==> config.mk <==
export PLATFORM = sky130hd
export DESIGN_NAME = buffer_read_out_flat
export DESIGN_NICKNAME = d
export VERILOG_FILES = /design/src/rtl/buffer_read_out_pkg.sv /design/src/rtl/buffer_read_out_if.sv /design/src/rtl/buffer_read_out_rr_arbiter4.sv /design/src/rtl/buffer_read_out.sv /design/src/flat_wrapper.sv
export SDC_FILE = /design/constraint.sdc
export NUM_CORES = 1
export LEC_CHECK = 0
export BUFFER_PORTS_ARGS = -buffer_cell sky130_fd_sc_hd__buf_2
export CELL_PAD_IN_SITES_DETAIL_PLACEMENT = 1
export CELL_PAD_IN_SITES_GLOBAL_PLACEMENT = 1
export CORE_UTILIZATION = 38
export CTS_CLUSTER_SIZE = 16
export DETAILED_ROUTE_END_ITERATION = 6
export PLACE_DENSITY_LB_ADDON = 0.1
export SLEW_MARGIN = 20
export SYNTH_ARGS = -nofsm -noshare
export SYNTH_HDL_FRONTEND = slang
export SYNTH_HIERARCHICAL = 1
export SYNTH_SLANG_ARGS = --single-unit
==> constraint.sdc <==
create_clock -name clk -period 7.6 [get_ports clk]
set_clock_uncertainty 0.05 [all_clocks]
set_input_delay 0.38 -clock clk [delete_from_list [all_inputs] [get_ports clk]]
set_output_delay 0.38 -clock clk [all_outputs]
set_load 0.005 [all_outputs]
==> src/rtl/buffer_read_out_pkg.sv <==
// Shared types and constants for the key-entry buffer read-out side.
package buffer_read_out_pkg;

    localparam int unsigned NUM_Q     = 4;
    localparam int unsigned DEPTH     = 6;
    localparam int unsigned ENTRY_W   = 3;
    localparam int unsigned IMG_W     = DEPTH * ENTRY_W;
    localparam int unsigned DATA_W    = 2;
    localparam int unsigned IDX_W     = 2;

    // Entry layout inside a queue image slot: {data[1:0], valid}
    localparam int unsigned VALID_BIT = 0;
    localparam int unsigned DATA_LSB  = 1;

    typedef enum logic [1:0] {
        IDLE   = 2'd0,
        OFFER  = 2'd1,
        POP    = 2'd2,
        SETTLE = 2'd3
    } state_e;

    typedef struct packed {
        logic [DATA_W-1:0] data;
        logic              valid;
    } entry_t;

endpackage

==> src/rtl/buffer_read_out_if.sv <==
// Valid/ready output handshake carrying one buffered key entry.
interface buffer_read_out_if;
    import buffer_read_out_pkg::*;

    logic              out_valid_o;
    logic              out_ready_i;
    logic [DATA_W-1:0] out_data_o;
    logic [IDX_W-1:0]  out_src_o;

    modport master (
        output out_valid_o,
        output out_data_o,
        output out_src_o,
        input  out_ready_i
    );

    modport slave (
        input  out_valid_o,
        input  out_data_o,
        input  out_src_o,
        output out_ready_i
    );

endinterface

==> src/rtl/buffer_read_out_rr_arbiter4.sv <==
// Four-way round-robin arbiter: first request found at ptr, ptr+1, ... mod 4.
module rr_arbiter4
    import buffer_read_out_pkg::*;
(
    input  logic [NUM_Q-1:0] req_i,
    input  logic [IDX_W-1:0] ptr_i,
    output logic [NUM_Q-1:0] gnt_o,
    output logic [IDX_W-1:0] idx_o
);

    logic             found;
    logic [IDX_W-1:0] cand;

    // Rotating priority search starting at the pointer
    always_comb begin
        gnt_o = '0;
        idx_o = '0;
        found = 1'b0;
        cand  = '0;
        for (int unsigned i = 0; i < NUM_Q; i++) begin
            cand = ptr_i + IDX_W'(i);
            if (!found && req_i[cand]) begin
                found       = 1'b1;
                idx_o       = cand;
                gnt_o[cand] = 1'b1;
            end
        end
    end

endmodule

==> src/rtl/buffer_read_out.sv <==
// Drain side of the four-queue key-entry buffer: round-robin pick, offer head, pop, settle.
module buffer_read_out
    import buffer_read_out_pkg::*;
#(
    parameter int unsigned SETTLE_CYCLES = 2,
    parameter int unsigned CNT_W         = 8
) (
    input  logic                   clk,
    input  logic                   rst_n,
    input  logic [IMG_W-1:0]       buffer1_i,
    input  logic [IMG_W-1:0]       buffer2_i,
    input  logic [IMG_W-1:0]       buffer3_i,
    input  logic [IMG_W-1:0]       buffer4_i,
    output logic [NUM_Q-1:0]       pop_o,
    output logic [NUM_Q*CNT_W-1:0] served_o,
    output logic                   busy_o,
    buffer_read_out_if.master      out_if
);

    localparam int unsigned SETTLE_N = (SETTLE_CYCLES < 1) ? 1 : SETTLE_CYCLES;
    localparam int unsigned SET_W    = $clog2(SETTLE_N + 1);

    state_e state_q, state_d;

    entry_t           head_c [NUM_Q];
    logic [NUM_Q-1:0] req_c;
    logic [NUM_Q-1:0] gnt_c;
    logic [IDX_W-1:0] gidx_c;
    logic [DATA_W-1:0] sel_data_c;
    logic             accept_c;
    logic             unused_c;

    logic [IDX_W-1:0]  rr_q, rr_d;
    logic [IDX_W-1:0]  grant_q, grant_d;
    logic [DATA_W-1:0] data_q, data_d;
    logic [SET_W-1:0]  settle_q, settle_d;

    logic [NUM_Q-1:0][CNT_W-1:0] served_q;
    logic              out_valid_q;
    logic [DATA_W-1:0] out_data_q;
    logic [IDX_W-1:0]  out_src_q;
    logic [NUM_Q-1:0]  pop_q;
    logic              busy_q;

    // Only the head slot of each image matters to the arbiter
    assign unused_c = ^{buffer1_i[IMG_W-1:ENTRY_W], buffer2_i[IMG_W-1:ENTRY_W],
                        buffer3_i[IMG_W-1:ENTRY_W], buffer4_i[IMG_W-1:ENTRY_W]};

    // Decode head entries and build the request vector
    always_comb begin
        head_c[0] = '{data: buffer1_i[DATA_LSB +: DATA_W], valid: buffer1_i[VALID_BIT]};
        head_c[1] = '{data: buffer2_i[DATA_LSB +: DATA_W], valid: buffer2_i[VALID_BIT]};
        head_c[2] = '{data: buffer3_i[DATA_LSB +: DATA_W], valid: buffer3_i[VALID_BIT]};
        head_c[3] = '{data: buffer4_i[DATA_LSB +: DATA_W], valid: buffer4_i[VALID_BIT]};
        for (int unsigned q = 0; q < NUM_Q; q++) begin
            req_c[q] = head_c[q].valid;
        end
    end

    rr_arbiter4 u_arb (
        .req_i (req_c),
        .ptr_i (rr_q),
        .gnt_o (gnt_c),
        .idx_o (gidx_c)
    );

    // One-hot AND-OR select of the granted head data
    always_comb begin
        sel_data_c = '0;
        for (int unsigned q = 0; q < NUM_Q; q++) begin
            if (gnt_c[q]) begin
                sel_data_c = sel_data_c | head_c[q].data;
            end
        end
    end

    // State register
    always_ff @(posedge clk or negedge rst_n) begin
        if (!rst_n) begin
            state_q <= IDLE;
        end else begin
            state_q <= state_d;
        end
    end

    // Next-state logic; images are only sampled in IDLE so a stale head is never re-served
    always_comb begin
        state_d  = state_q;
        grant_d  = grant_q;
        data_d   = data_q;
        rr_d     = rr_q;
        settle_d = settle_q;
        accept_c = 1'b0;
        case (state_q)
            IDLE: begin
                if (|req_c) begin
                    state_d = OFFER;
                    grant_d = gidx_c;
                    data_d  = sel_data_c;
                end
            end
            OFFER: begin
                if (out_if.out_ready_i) begin
                    accept_c = 1'b1;
                    state_d  = POP;
                end
            end
            POP: begin
                rr_d     = grant_q + IDX_W'(1);
                settle_d = '0;
                state_d  = SETTLE;
            end
            SETTLE: begin
                if (settle_q == SET_W'(SETTLE_N - 1)) begin
                    settle_d = '0;
                    state_d  = IDLE;
                end else begin
                    settle_d = settle_q + SET_W'(1);
                end
            end
            default: state_d = IDLE;
        endcase
    end

    // Datapath, counters and registered outputs aligned with the next state
    always_ff @(posedge clk or negedge rst_n) begin
        if (!rst_n) begin
            rr_q        <= '0;
            grant_q     <= '0;
            data_q      <= '0;
            settle_q    <= '0;
            served_q    <= '0;
            out_valid_q <= 1'b0;
            out_data_q  <= '0;
            out_src_q   <= '0;
            pop_q       <= '0;
            busy_q      <= 1'b0;
        end else begin
            rr_q     <= rr_d;
            grant_q  <= grant_d;
            data_q   <= data_d;
            settle_q <= settle_d;
            if (accept_c) begin
                served_q[grant_q] <= served_q[grant_q] + CNT_W'(1);
            end
            out_valid_q <= (state_d == OFFER);
            out_data_q  <= (state_d == OFFER) ? data_d  : '0;
            out_src_q   <= (state_d == OFFER) ? grant_d : '0;
            pop_q       <= (state_d == POP) ? (NUM_Q'(1) << grant_d) : '0;
            busy_q      <= (state_d != IDLE);
        end
    end

    assign out_if.out_valid_o = out_valid_q;
    assign out_if.out_data_o  = out_data_q;
    assign out_if.out_src_o   = out_src_q;
    assign pop_o              = pop_q;
    assign busy_o             = busy_q;
    assign served_o           = served_q;

endmodule

==> src/flat_wrapper.sv <==
// flat-port wrapper written by rule: the top's interface ports become plain ports
module buffer_read_out_flat import buffer_read_out_pkg::*;
#(
    parameter int unsigned SETTLE_CYCLES = 2,
    parameter int unsigned CNT_W         = 8
)
  (clk, rst_n, buffer1_i, buffer2_i, buffer3_i, buffer4_i, pop_o, served_o, busy_o, out_if_out_valid_o, out_if_out_data_o, out_if_out_src_o, out_if_out_ready_i);
  buffer_read_out_if out_if_i ();
  input  logic clk;
  input  logic rst_n;
  input  logic [IMG_W-1:0] buffer1_i;
  input  logic [IMG_W-1:0] buffer2_i;
  input  logic [IMG_W-1:0] buffer3_i;
  input  logic [IMG_W-1:0] buffer4_i;
  output logic [NUM_Q-1:0] pop_o;
  output logic [NUM_Q*CNT_W-1:0] served_o;
  output logic busy_o;
  output wire logic [$bits(out_if_i.out_valid_o)-1:0] out_if_out_valid_o;
  output wire logic [$bits(out_if_i.out_data_o)-1:0] out_if_out_data_o;
  output wire logic [$bits(out_if_i.out_src_o)-1:0] out_if_out_src_o;
  input wire logic [$bits(out_if_i.out_ready_i)-1:0] out_if_out_ready_i;
  assign out_if_out_valid_o = out_if_i.out_valid_o;
  assign out_if_out_data_o = out_if_i.out_data_o;
  assign out_if_out_src_o = out_if_i.out_src_o;
  assign out_if_i.out_ready_i = out_if_out_ready_i;
  buffer_read_out #(.SETTLE_CYCLES(SETTLE_CYCLES), .CNT_W(CNT_W)) u_core (.clk(clk), .rst_n(rst_n), .buffer1_i(buffer1_i), .buffer2_i(buffer2_i), .buffer3_i(buffer3_i), .buffer4_i(buffer4_i), .pop_o(pop_o), .served_o(served_o), .busy_o(busy_o), .out_if(out_if_i));
endmodule
## Word level (Yosys, flattened, before mapping)

Cells that the tools add are included.
W data, S select, Z words.

| word-level totals | value |
|---|---|
| register bits after elaboration | 52 |
| output and inout bits | 42 |
| logic and storage cells | 109 |

| cells by class | value |
|---|---|
| add/sub/neg operators | 6 |
| magnitude comparators | 10 |
| equal/unequal tests | 6 |
| shift-type cells | 1 |
| multiplexer cells | 51 |
| bitwise operators | 6 |
| reductions and logical operators | 15 |

Operators with widths:

| operator | count |
|---|---|
| $mux W2 | 18 |
| $bwmux W32 | 1 |
| $mux W4 | 5 |
| $bmux W8 S2 | 1 |
| $demux W8 S2 | 1 |
| $mux W8 | 2 |
| $lt A2 B3 Y1 const B | 5 |
| $mux W1 | 13 |
| $or A4 B4 Y4 | 3 |
| $ge A2 B1 Y1 const B | 5 |
| $add A8 B1 Y8 const B | 1 |
| $bmux W1 S2 | 4 |
| $demux W1 S2 | 4 |
| $logic_and A1 B1 Y1 | 8 |
| $pmux W2 S4 | 1 |
| $add A2 B1 Y2 const B | 3 |
| $eq A2 B1 Y1 const B | 3 |
| $eq A2 B2 Y1 const B | 3 |
| $or A2 B2 Y2 | 3 |
| $add A2 B2 Y2 const B | 2 |
| $pmux W2 S2 | 1 |
| $reduce_bool A2 Y1 | 2 |
| $reduce_or A4 Y1 | 1 |
| $shl A1 B2 Y4 const A | 1 |
| 2 further kinds | 4 |

## Logic depth before layout (Yosys ltp)

Gate-level depths: netlist of the first run.

| logic depth | value |
|---|---|
| word-level depth | 22 |
| mapped depth | 12 |
| depth with buffers taken out | 11 |

## Hierarchy

Netlist of the first run, hierarchy kept.

By module, submodules not included:

| module | times used | cells an instance | area each (um2) |
|---|---|---|---|
| buffer_read_out | 1 | 194 | 2275.9 |
| rr_arbiter4 | 1 | 46 | 419.2 |

## Worst setup path after synthesis of the first run

Ideal clock, no wire load.

| path | value |
|---|---|
| path kind | flip-flop to flip-flop |
| from | reg u_core.rr_q[0] |
| to | reg u_core.out_data_q[0] (netlist: u_core/out_if.out_data_o[0]) |
| setup time | 121 ps |
| arrival | 2501 ps |
| required time | 7429 ps |
| path slack | 4928 ps |
| cell stages (with the launch flop) | 11 |
| path buffers | 1 |
| cells stage by stage | dfrtp_1 -> buf_2 -> inv_1 -> ha_1 -> mux4_2 -> a22oi_1 -> o21ai_1 -> a22o_1 -> a221oi_1 -> o21ai_0 -> nor2b_1 |

| between the ends | value |
|---|---|
| elaborated cells between the ends (all ways) | 57 |
| classes of those cells | add/sub (3); order compare (8); mux (30); bitwise (6); reduce/logical (10) |

RTL lines:

| element | RTL line | text |
|---|---|---|
| start: declaration | buffer_read_out.sv:33 | `logic [IDX_W-1:0] rr_q, rr_d;` |
| start signal: assignment | buffer_read_out.sv:139 | `rr_q <= rr_d;` |
| parallel branches: the longest is 11 deep, another holds $lt A2 B3 Y1 | - |  |
| $mux W4 * | buffer_read_out_rr_arbiter4.sv:22 | `if (!found && req_i[cand]) begin` |
| via u_core.gnt_c[1] | buffer_read_out.sv:27 | `logic [NUM_Q-1:0] gnt_c;` |
| $mux W2 * | buffer_read_out.sv:71 | `if (gnt_c[q]) begin` |
| $or A2 B2 Y2 | buffer_read_out.sv:72 | `sel_data_c = sel_data_c \| head_c[q].data;` |
| $mux W2 * | buffer_read_out.sv:71 |  |
| $or A2 B2 Y2 | buffer_read_out.sv:72 |  |
| $mux W2 * | buffer_read_out.sv:71 |  |
| $mux W2 * | buffer_read_out.sv:96 | `if (\|req_c) begin` |
| $mux W2 * | buffer_read_out.sv:94 | `case (state_q)` |
| via u_core.data_d[0] | buffer_read_out.sv:35 | `logic [DATA_W-1:0] data_q, data_d;` |
| $mux W2 * | buffer_read_out.sv:147 | `out_data_q <= (state_d == OFFER) ? data_d : '0;` |
| end signal: assignment | buffer_read_out.sv:147 |  |
| end: declaration | buffer_read_out.sv:40 | `logic [DATA_W-1:0] out_data_q;` |

Mark *: on every way through the listed nets, which the timed path passes. The select of a mux whose other input is x is not followed.
A chain may end at the register's enable or synchronous reset.

## Final worst setup path of the first run

Ends and elaborated chain as after synthesis.

==> out/qor.yml, run 1 <==
power_density_nw_per_um2: 339
critPathBufInv: 1
period_share_pct: 41.3
yosys.cell_types.count: 44
instances_no_fill: 392
pin_count: 117
initial_core_util_pct: 39.5
setup_violations: 0
ys_seq_elements: 52
synth_largest_area_cell: "dfrtp_1"
holdCritPathClass: "primary input to async pin"
die_y_um: 86.2
syn_area_sq_um: 2700
max_cap_viol_count: 0
drt_drc_violations_left: 0
synth_edf_count: 0
synthCells: 240
clkSinkCount: 52
layout-drive-gt1-share_pct: 29.1
critPathLaunchType: "flip-flop"
slew_viol_final: 0
vias: 2008
clock_path_buffers: 2
ys_seq_area_share_pct: 48.3
grt_pass1_vias: 1952
synth-simple-area-share_pct: 13.0
post_cts_resized: 0
worstSkewPairLatency_ps: 300
synthTopCellsByCount: "52 x dfrtp_1, 42 x nand2_1, 29 x o21ai_0"
slew-limit-headroom_pct: 41.7
die_w_um: 86.2
synthAdderAreaFrac_pct: 4.64
ctsHoldBuffers: 0
cp_data_arrival_time_ps: 3280
routed_via_density: 5.12
drt_iter0_drc: 79
grt_pass1_wl_um: 10000
netlist.area_leader.share_pct: 48.3
dpl.hpwl_um: 4390
htreeDepth: 2
grt_max_degree: 53
synth_flop_cell: "dfrtp_1"
cp_data_required_time_ps: 7740
antenna_found_initial: 0
path_cells: "inv_1, ha_1, mux4_1, nand2b_4, nor3_4, a22oi_1, o21ai_1, a22o_1, a221oi_1, o21ai_0, nor2b_1"
final_nets: 380
irDropWorstVdd_mv: 0.130
outcome: "finished clean"
port_buffers: 56
clockRootBuffer: "clkbuf_8"
cts_tree: "done"
setup_tns_ps: 0
die-area_sq_um: 7430
first_pass_iters: 4
yosys.area_share.xor_xnor_pct: 2.23
whs_ps: 129
synth.most_common_cell: "dfrtp_1"
cts_made_buffers: 5
core-area_sq_um: 6830
utilization_pct: 46.0
tightest_slew_ps: 865
synthArstFlopShare_pct: 100
synth_top_family_by_area: "multiplexers"
avgSynthCellArea_sq_um: 11.2
diodes: 0
max_freq_ghz: 0.318
min_period_ps: 3140
worstPathMaxFanout: 15
synthMuxAreaShare_pct: 14.8
worstSetupPathType: "flip-flop to flip-flop"
slowest_delay_ps: 700
synthTopCellsByArea: "dfrtp_1 48%, mux4_1 5.8%, nand2_1 5.8%"
grt_overflow: 0
routed_wl_um: 6060
worst_setup_path_end_kind: "flip-flop"
synth_fp_nets: 325
area_growth_pct: 16.7
fin_total_pwr_w: 0.00107
gp_congestion: 0.714
dp.cells: 384
fp-row-count: 30
hold_viol: 0
ant_nets: 0
rsz0062_at_grt: "no"
post_cts_buffers: 0
routedWlPerCell_um: 15.5
cts.clk_slew.worst_paths_ps: 80
ys_warn_count: 6
leakage_nw: 1.56
grt.total_usage_pct: 17.5
slowest_stage: "dfrtp_1"
synth-compound-area-share_pct: 13.8
crit_family: "compound AO/OA/AOI/OAI gates"
==> worst paths after layout <==
| check | from | slack, ps | cells past startpoint | end |
|---|---|---|---|---|
| setup / recovery | u_core/rr_q[0]$_DFFE_PN0P_ | 4460 | 11 | u_core/out_if.out_data_o[0]$_DFF_PN0_ |
| hold / removal | rst_n | 130 | 2 | u_core/out_if.out_data_o[1]$_DFF_PN0_ |
| setup reg to reg | u_core/rr_q[0]$_DFFE_PN0P_ | 4460 | 11 | u_core/out_if.out_data_o[0]$_DFF_PN0_ |
| hold reg to reg | u_core/data_q[1]$_DFF_PN0_ | 440 | 2 | u_core/data_q[1]$_DFF_PN0_ |
| max in group asynchronous | rst_n | 6940 | 2 | u_core/served_o[14]$_DFFE_PN0P_ |
| min in group clk | out_if_out_ready_i | 310 | 3 | u_core/pop_o[3]$_DFF_PN0_ |
==> kinds of logic after synthesis <==
kind of cell             after synthesis
buffers and inverters                 18
AO/OA/AOI/OAI                         61
AND/OR/NAND/NOR                       71
XOR/XNOR                               6
multiplexers                          22
flip-flops                            52
adder cells (fa/ha/maj)               10
==> sequential cells by signal (all words and copies together), names as in the netlist <==
signal,flops
u_core/served_o,32
u_core/out_if.out_data_o,2
u_core/data_q,2
u_core/state_q,2
u_core/pop_o,4
u_core/settle_q,2
u_core/busy_o,1
u_core/grant_q,2
u_core/out_if.out_src_o,2
u_core/rr_q,2
u_core/out_if.out_valid_o,1
==> routing by layer <==
metal	track usage [%]	vias to the layer above	routed length, um
met1	25.8	985	3050
met4	4.09	0	34
li1	-	973	-
met3	3.81	4	248
met2	26.5	46	2720
met5	0	-	0
==> power by group <==
part / total, W / internal (W) / switching (W)
clock network: 0.000159 / 0.0000728 / 0.0000861
registers: 0.000427 / 0.000340 / 0.0000864
logic: 0.000480 / 0.000225 / 0.000256
total: 0.00107 / 0.000638 / 0.000428
==> final cells by class <==
class / count / area (sq um)
fillers: 783 / 3690
multi-input cells: 170 / 1310
flip-flops and latches: 52 / 1300
clock inverters: 2 / 10.0
repair buffers: 57 / 288
clock buffers: 6 / 82.6
inverters: 9 / 33.8
well taps: 96 / 120
==> placed cells by master (no fill, tap or decap), types with 6 or more instances in the layout <==
| cell type | n |
|---|---|
| o21ai_0 | 29 |
| inv_1 | 8 |
| dfrtp_1 | 52 |
| ha_1 | 10 |
| buf_2 | 56 |
| a22oi_1 | 8 |
| clkbuf_8 | 6 |
| mux4_1 | 6 |
| o21ai_1 | 10 |
| nand2_1 | 42 |
| mux4_2 | 6 |
| nor2_1 | 9 |
==> worst reg2reg max path: stages (launching register included) <==
cell      delay, ps
dfrtp_1         700
inv_1           170
ha_1            460
mux4_1          370
nand2b_4        110
nor3_4           60
a22oi_1         150
o21ai_1         120
a22o_1          240
a221oi_1        260
o21ai_0         150
nor2b_1         180
==> through the flow <==
step	instance area, sq um	worst slack [ps]
final	3140	4460
after global routing	3140	4130
after CTS	3140	4390
after detailed placement	3050	4420
after global placement	3050	4440
after floorplan	2700	4930
Note: power is estimated with default switching activity, not from simulation.
==> run 2: changes to the inputs <==
ABC_AREA = 1   (was not set)
CORE_UTILIZATION = 31   (was 38)
clock period = 2.6 ns   (was 7.6 ns; I/O delays follow)
==> out/qor.yml, run 2 <==
outcome: "finished clean"
hold_viol: 0
ys_warn_count: 6
worstPathMaxFanout: 7
max_freq_ghz: 0.435
grt_pass1_wl_um: 15000
synthTopCellsByArea: "dfrtp_1 42%, nand2_1 21%, nand3_1 9.0%"
leakage_nw: 2.12
worst_setup_path_end_kind: "flip-flop"
yosys.cell_types.count: 29
worstSkewPairLatency_ps: 310
cts_made_buffers: 5
synth_largest_area_cell: "dfrtp_1"
area_growth_pct: 20.6
p_comb_share_pct: 56.6
final_cell_mix: "175 x nand2_1, 56 x nand3_1, 55 x buf_2"
synth_flop_cell: "dfrtp_1"
gp_congestion: 0.809
max_cap_viol_count: 0
post_cts_buffers: 0
timing.critical_path.to: "u_core/pop_o[2]$_DFF_PN0_"
diodes: 0
grt.total_usage_pct: 18.8
period_share_pct: 88.4
rsz0062_at_grt: "no"
switching_power_w: 0.00234
avgSynthCellArea_sq_um: 7.30
netlist.area_leader.share_pct: 41.8
final_nets: 580
synthArstFlopShare_pct: 100
switching_share_pct: 46.9
dp.cells: 620
pwr-share-seq_pct: 28.1
routed_wl_um: 8890
synth.most_common_cell: "nand2_1"
htreeDepth: 2
fp-row-count: 36
largest_reg_flops: 32
ant_nets: 0
cts.clk_slew.worst_paths_ps: 90
min_period_ps: 2300
worstSetupPathType: "flip-flop to flip-flop"
r2r_start: "u_core/rr_q[1]$_DFFE_PN0P_"
layout-drive-gt1-share_pct: 20.2
slew_viol_final: 0
r2r_slack_ps: 300
reg2regPathDepth: 11
instances_no_fill: 629
cp_data_required_time_ps: 2790
routed_via_density: 4.66
port_buffers: 56
setup_tns_ps: 0
clockRootBuffer: "clkbuf_8"
grt_max_degree: 44
antenna_found_initial: 0
utilization_pct: 38.4
clock_path_buffers: 2
power_frac_clock_pct: 15.3
synth_edf_count: 0
r2r-end: "u_core/pop_o[2]$_DFF_PN0_"
synthCells: 427
cts_tree: "done"
holdCritPathClass: "primary input to flip-flop"
die-area_sq_um: 10500
final_common_cell: "nand2_1"
drt_iter0_drc: 70
critPathLaunchType: "flip-flop"
slew-limit-headroom_pct: 63.1
initial_core_util_pct: 31.9
worstSetupStartpoint: "u_core/rr_q[1]$_DFFE_PN0P_"
setup_violations: 0
tightest_slew_ps: 553
synth_fp_nets: 512
syn_area_sq_um: 3120
vias: 2931
pin_count: 117
drt_drc_violations_left: 0
grt_pass1_vias: 3041
power_density_nw_per_um2: 1330
ys_seq_elements: 52
cp_data_arrival_time_ps: 2490
die_y_um: 102
synthTopCellsByCount: "175 x nand2_1, 56 x nand3_1, 52 x dfrtp_1"
grt_overflow: 0
post_cts_resized: 0
first_pass_iters: 4
clkSinkCount: 52
dpl.hpwl_um: 6780
p_int_w: 0.00265
die_w_um: 102
ys_seq_area_share_pct: 41.8
core-area_sq_um: 9770
irDropWorstVdd_mv: 0.506
routedWlPerCell_um: 14.1
-- run 2: cell types whose count changed in the layout (fill, tap and decap cells not counted), sizes merged, moves of 13 or more --
cell / previous run / this run
nand2: 42 / 183
nand3: 2 / 58
inv: 9 / 43
nor2: 9 / 30
o21ai: 39 / 22
buf: 57 / 70
-- run 2: worst min path at each step --
stage | cells after the start | start | endpoint | slack (ps)
after global routing | 5 | buffer2_i[1] | u_core/data_q[0]$_DFF_PN0_ | 190
final | 5 | buffer2_i[1] | u_core/data_q[0]$_DFF_PN0_ | 150
after CTS | 5 | buffer2_i[1] | u_core/data_q[0]$_DFF_PN0_ | 150
after detailed placement | 1 | rst_n | u_core/served_o[10]$_DFFE_PN0P_ | 300
after floorplan | 0 | rst_n | u_core/busy_o$_DFF_PN0_ | -220
after global placement | 1 | rst_n | u_core/served_o[2]$_DFFE_PN0P_ | 300
-- run 2: layout make-up --
type	count	area, sq um
fillers	1285	6020
well taps	133	166
clock inverters	3	90.1
multi-input cells	321	1550
inverters	44	184
repair buffers	71	398
clock buffers	5	68.8
flip-flops and latches	52	1300
-- run 2: routing by layer --
metal  global-route usage (%)  wire length, um
met5                        0                0
met4                     4.40               61
met3                     2.60              239
met2                     34.6             4620
met1                     23.0             3970
-- run 2: worst max-delay path, cell delays in order (launching register included) --
cell and delay [ps]:
dfrtp_1 370, bufinv_8 210, ha_1 330, inv_1 130
nand3_1 80, nand2_1 120, o21ai_1 90, nor2_1 130
nor2_1 90, o21ai_0 370, inv_1 130, nor2_1 130
-- run 2: per-stage QoR --
stage	hold slack (ps)	area, sq um	worst slack, ps	total power [W]
6_report	149	3760	302	0.00499
3_3_place_gp	304	3590	305	0.00423
2_1_floorplan	-216	3120	509	0.00339
4_1_cts	150	3750	266	0.00509
5_1_grt	193	3760	28.4	0.00555
3_5_place_dp	305	3590	294	0.00430
-- run 2: what timing repair did --
| item | CTS | global route |
|---|---|---|
| setup endpoints to repair | 0 | 0 |
| hold buffers | 1 | 0 |
| hold endpoints to repair | 42 | 0 |
-- run 2: power groups by stage --
stage               logic, W  registers, W  clock network [W]
CTS                  0.00289       0.00142           0.000791
global placement     0.00281       0.00142                  0
detailed placement   0.00287       0.00143                  0
finish               0.00283       0.00140           0.000763
global route         0.00328       0.00146           0.000816
floorplan            0.00198       0.00141                  0
-- run 2: kinds of logic (layout without fill, tap and decap cells) --
group | count (synthesis) | in the layout | synth area share (%)
simple gates | 275 | 275 | 39.0
buf+inv | 54 | 123 | 8.51
flops | 52 | 52 | 41.8
compound gates | 34 | 34 | 5.90
fa+ha+maj | 10 | 10 | 4.02
xor+xnor | 2 | 2 | 0.803
==> run 3: changes to the inputs <==
CORE_UTILIZATION = 32   (was 31)
GPL_TIMING_DRIVEN = 0   (was not set)
SYNTH_HIERARCHICAL = not set   (was 1)
==> out/qor.yml, run 3 <==
outcome: "finished clean"
max_freq_ghz: 0.433
yosys.cell_types.count: 40
holdCritPathClass: "primary input to flip-flop"
dp.cells: 525
core-area_sq_um: 9200
worstSkewPairLatency_ps: 310
r2r-end: "u_core.out_if.out_data_o[1]$_DFF_PN0_"
ys_seq_area_share_pct: 43.0
slew_viol_final: 0
switching_power_w: 0.00232
grt_overflow: 0
worstPathMaxFanout: 9
dpl.hpwl_um: 6170
initial_core_util_pct: 32.9
final_nets: 511
grt_max_degree: 53
ys_warn_count: 0
reg2regPathDepth: 13
vias: 2556
clock_path_buffers: 2
cts.clk_slew.worst_paths_ps: 110
grt_pass1_wl_um: 13800
synth_flop_cell: "dfrtp_1"
ys_seq_elements: 52
synth_edf_count: 0
syn_area_sq_um: 3030
setup_tns_ps: 0
tightest_slew_ps: 677
routedWlPerCell_um: 15.4
cp_data_arrival_time_ps: 2470
min_period_ps: 2310
instances_no_fill: 535
port_buffers: 56
synth.most_common_cell: "nand2_1"
diodes: 0
pwr-share-seq_pct: 29.9
clkSinkCount: 52
p_comb_share_pct: 59.7
leakage_nw: 1.86
cts_tree: "done"
grt.total_usage_pct: 18.0
pin_count: 117
grt_pass1_vias: 2736
avgSynthCellArea_sq_um: 8.45
clockRootBuffer: "clkbuf_8"
first_pass_iters: 4
power_density_nw_per_um2: 1320
final_cell_mix: "114 x nand2_1, 55 x buf_2, 50 x dfrtp_1"
r2r_slack_ps: 290
die_y_um: 99.3
max_cap_viol_count: 0
worstHoldStart: "buffer1_i[2]"
cp_data_required_time_ps: 2760
worst_setup_path_end_kind: "flip-flop"
synthArstFlopShare_pct: 100
fp-row-count: 35
rsz0062_at_grt: "no"
synthTopCellsByCount: "114 x nand2_1, 52 x dfrtp_1, 27 x o21ai_0"
netlist.area_leader.share_pct: 43.0
ant_nets: 0
synthTopCellsByArea: "dfrtp_1 43%, nand2_1 14%, ha_1 5.4%"
layout-drive-gt1-share_pct: 27.4
htreeDepth: 2
irDropWorstVdd_mv: 0.441
worstHoldPathCells: 5
synth_largest_area_cell: "dfrtp_1"
routed_wl_um: 8230
antenna_found_initial: 0
drt_iter0_drc: 77
cts_made_buffers: 5
area_growth_pct: 17.7
period_share_pct: 88.8
final_common_cell: "nand2_1"
min_to: "u_core.data_q[1]$_DFF_PN0_"
p_int_w: 0.00237
nFillCells: 1139
worstSetupPathType: "flip-flop to flip-flop"
switching_share_pct: 49.4
fin_ws_ps: 290
r2r_start: "u_core.rr_q[0]$_DFFE_PN0P_"
die-area_sq_um: 9850
critPathLaunchType: "flip-flop"
synth_fp_nets: 446
gp_congestion: 0.829
setup_violations: 0
routed_via_density: 4.78
place_worst_setup_slack_ps: 178
power_frac_clock_pct: 10.3
synthCells: 358
drt_drc_violations_left: 0
hold_viol: 0
die_w_um: 99.3
largest_reg_flops: 32
slew-limit-headroom_pct: 54.8
## run 3: cell count changes after synthesis, moves of 4 or more
cell     change
a21oi_1      -4
inv_1       -16
nand2_1     -61
nand2_2      +4
nand2_4      +4
nand3_1     -32
nor2_1       -5
nor2_4       +4
o21ai_0     +12
## run 3: how the worst max path moves through the flow
stage | start | end | slack [ps] | cells past startpoint
finish | u_core.rr_q[0]$_DFFE_PN0P_ | u_core.out_if.out_data_o[1]$_DFF_PN0_ | 290 | 13
global route | u_core.rr_q[0]$_DFFE_PN0P_ | u_core.out_if.out_data_o[1]$_DFF_PN0_ | 30 | 13
CTS | u_core.rr_q[1]$_DFFE_PN0P_ | u_core.out_if.out_data_o[1]$_DFF_PN0_ | 170 | 12
detailed placement | u_core.rr_q[1]$_DFFE_PN0P_ | u_core.out_if.out_data_o[1]$_DFF_PN0_ | 180 | 12
global placement | u_core.rr_q[1]$_DFFE_PN0P_ | u_core.out_if.out_data_o[1]$_DFF_PN0_ | 230 | 12
floorplan | u_core.rr_q[0]$_DFFE_PN0P_ | u_core.pop_o[1]$_DFF_PN0_ | 500 | 13
## run 3: layout make-up
type                    count  area, sq um  share of cell area (%)
repair buffers             58          303                    8.50
flip-flops and latches     52         1300                    36.6
plain buffers               9         67.6                    1.90
well taps                 111          139                    3.90
clock buffers               5         68.8                    1.93
multi-input cells         266         1510                    42.5
clock inverters             3         22.5                   0.632
inverters                  31          144                    4.04
## run 3: cell families after synthesis
family                   Yosys count  share of synthesized area, %
adder cells (fa/ha/maj)           13                          5.37
XOR/XNOR                           5                          1.70
AND/OR/NAND/NOR                  194                          31.6
buffers and inverters             40                          6.99
flip-flops                        52                          43.0
AO/OA/AOI/OAI                     54                          11.3
## run 3: critical path: stages, from the launching register on
cell	delay, ps
dfrtp_2	430
buf_6	180
inv_8	70
ha_1	380
inv_1	140
nand3_2	100
nand2_4	120
nor2_8	60
a21oi_1	130
nand3_1	130
nand2_1	90
nand3_1	90
o21bai_1	170
nor2_1	60
## run 3: routing by layer
metal	vias to the layer above	GRT usage (%)	routed length (um)
met5	-	0	0
met4	0	4.52	91
met3	7	2.25	227
met2	42	33.2	4240
met1	1231	22.1	3680
li1	1276	-	-
## run 3: repair_timing
action | 4_1_cts | 5_1_grt
resized for setup | 0 | 2
hold buffers | 2 | 0
setup buffers | 0 | 0
hold endpoints to repair | 53 | 0
setup endpoints to repair | 0 | 4
## run 3: through the flow
step | utilization, % | total power (W) | instance area [sq um] | hold WS, ps
after floorplan | - | 0.00340 | 3030 | -216
after global placement | 37.5 | 0.00420 | 3450 | 294
after detailed placement | 37.5 | 0.00427 | 3450 | 167
after CTS | 38.7 | 0.00477 | 3560 | 104
after global routing | 38.7 | 0.00517 | 3560 | 126
final | 38.7 | 0.00469 | 3560 | 97.2
## run 3: power by group through the flow
stage | registers [W] | clock network (W) | logic, W
3_5_place_dp | 0.00142 | 0 | 0.00285
6_report | 0.00140 | 0.000485 | 0.00280
3_3_place_gp | 0.00141 | 0 | 0.00279
5_1_grt | 0.00145 | 0.000532 | 0.00318
4_1_cts | 0.00140 | 0.000501 | 0.00287
2_1_floorplan | 0.00139 | 0 | 0.00201
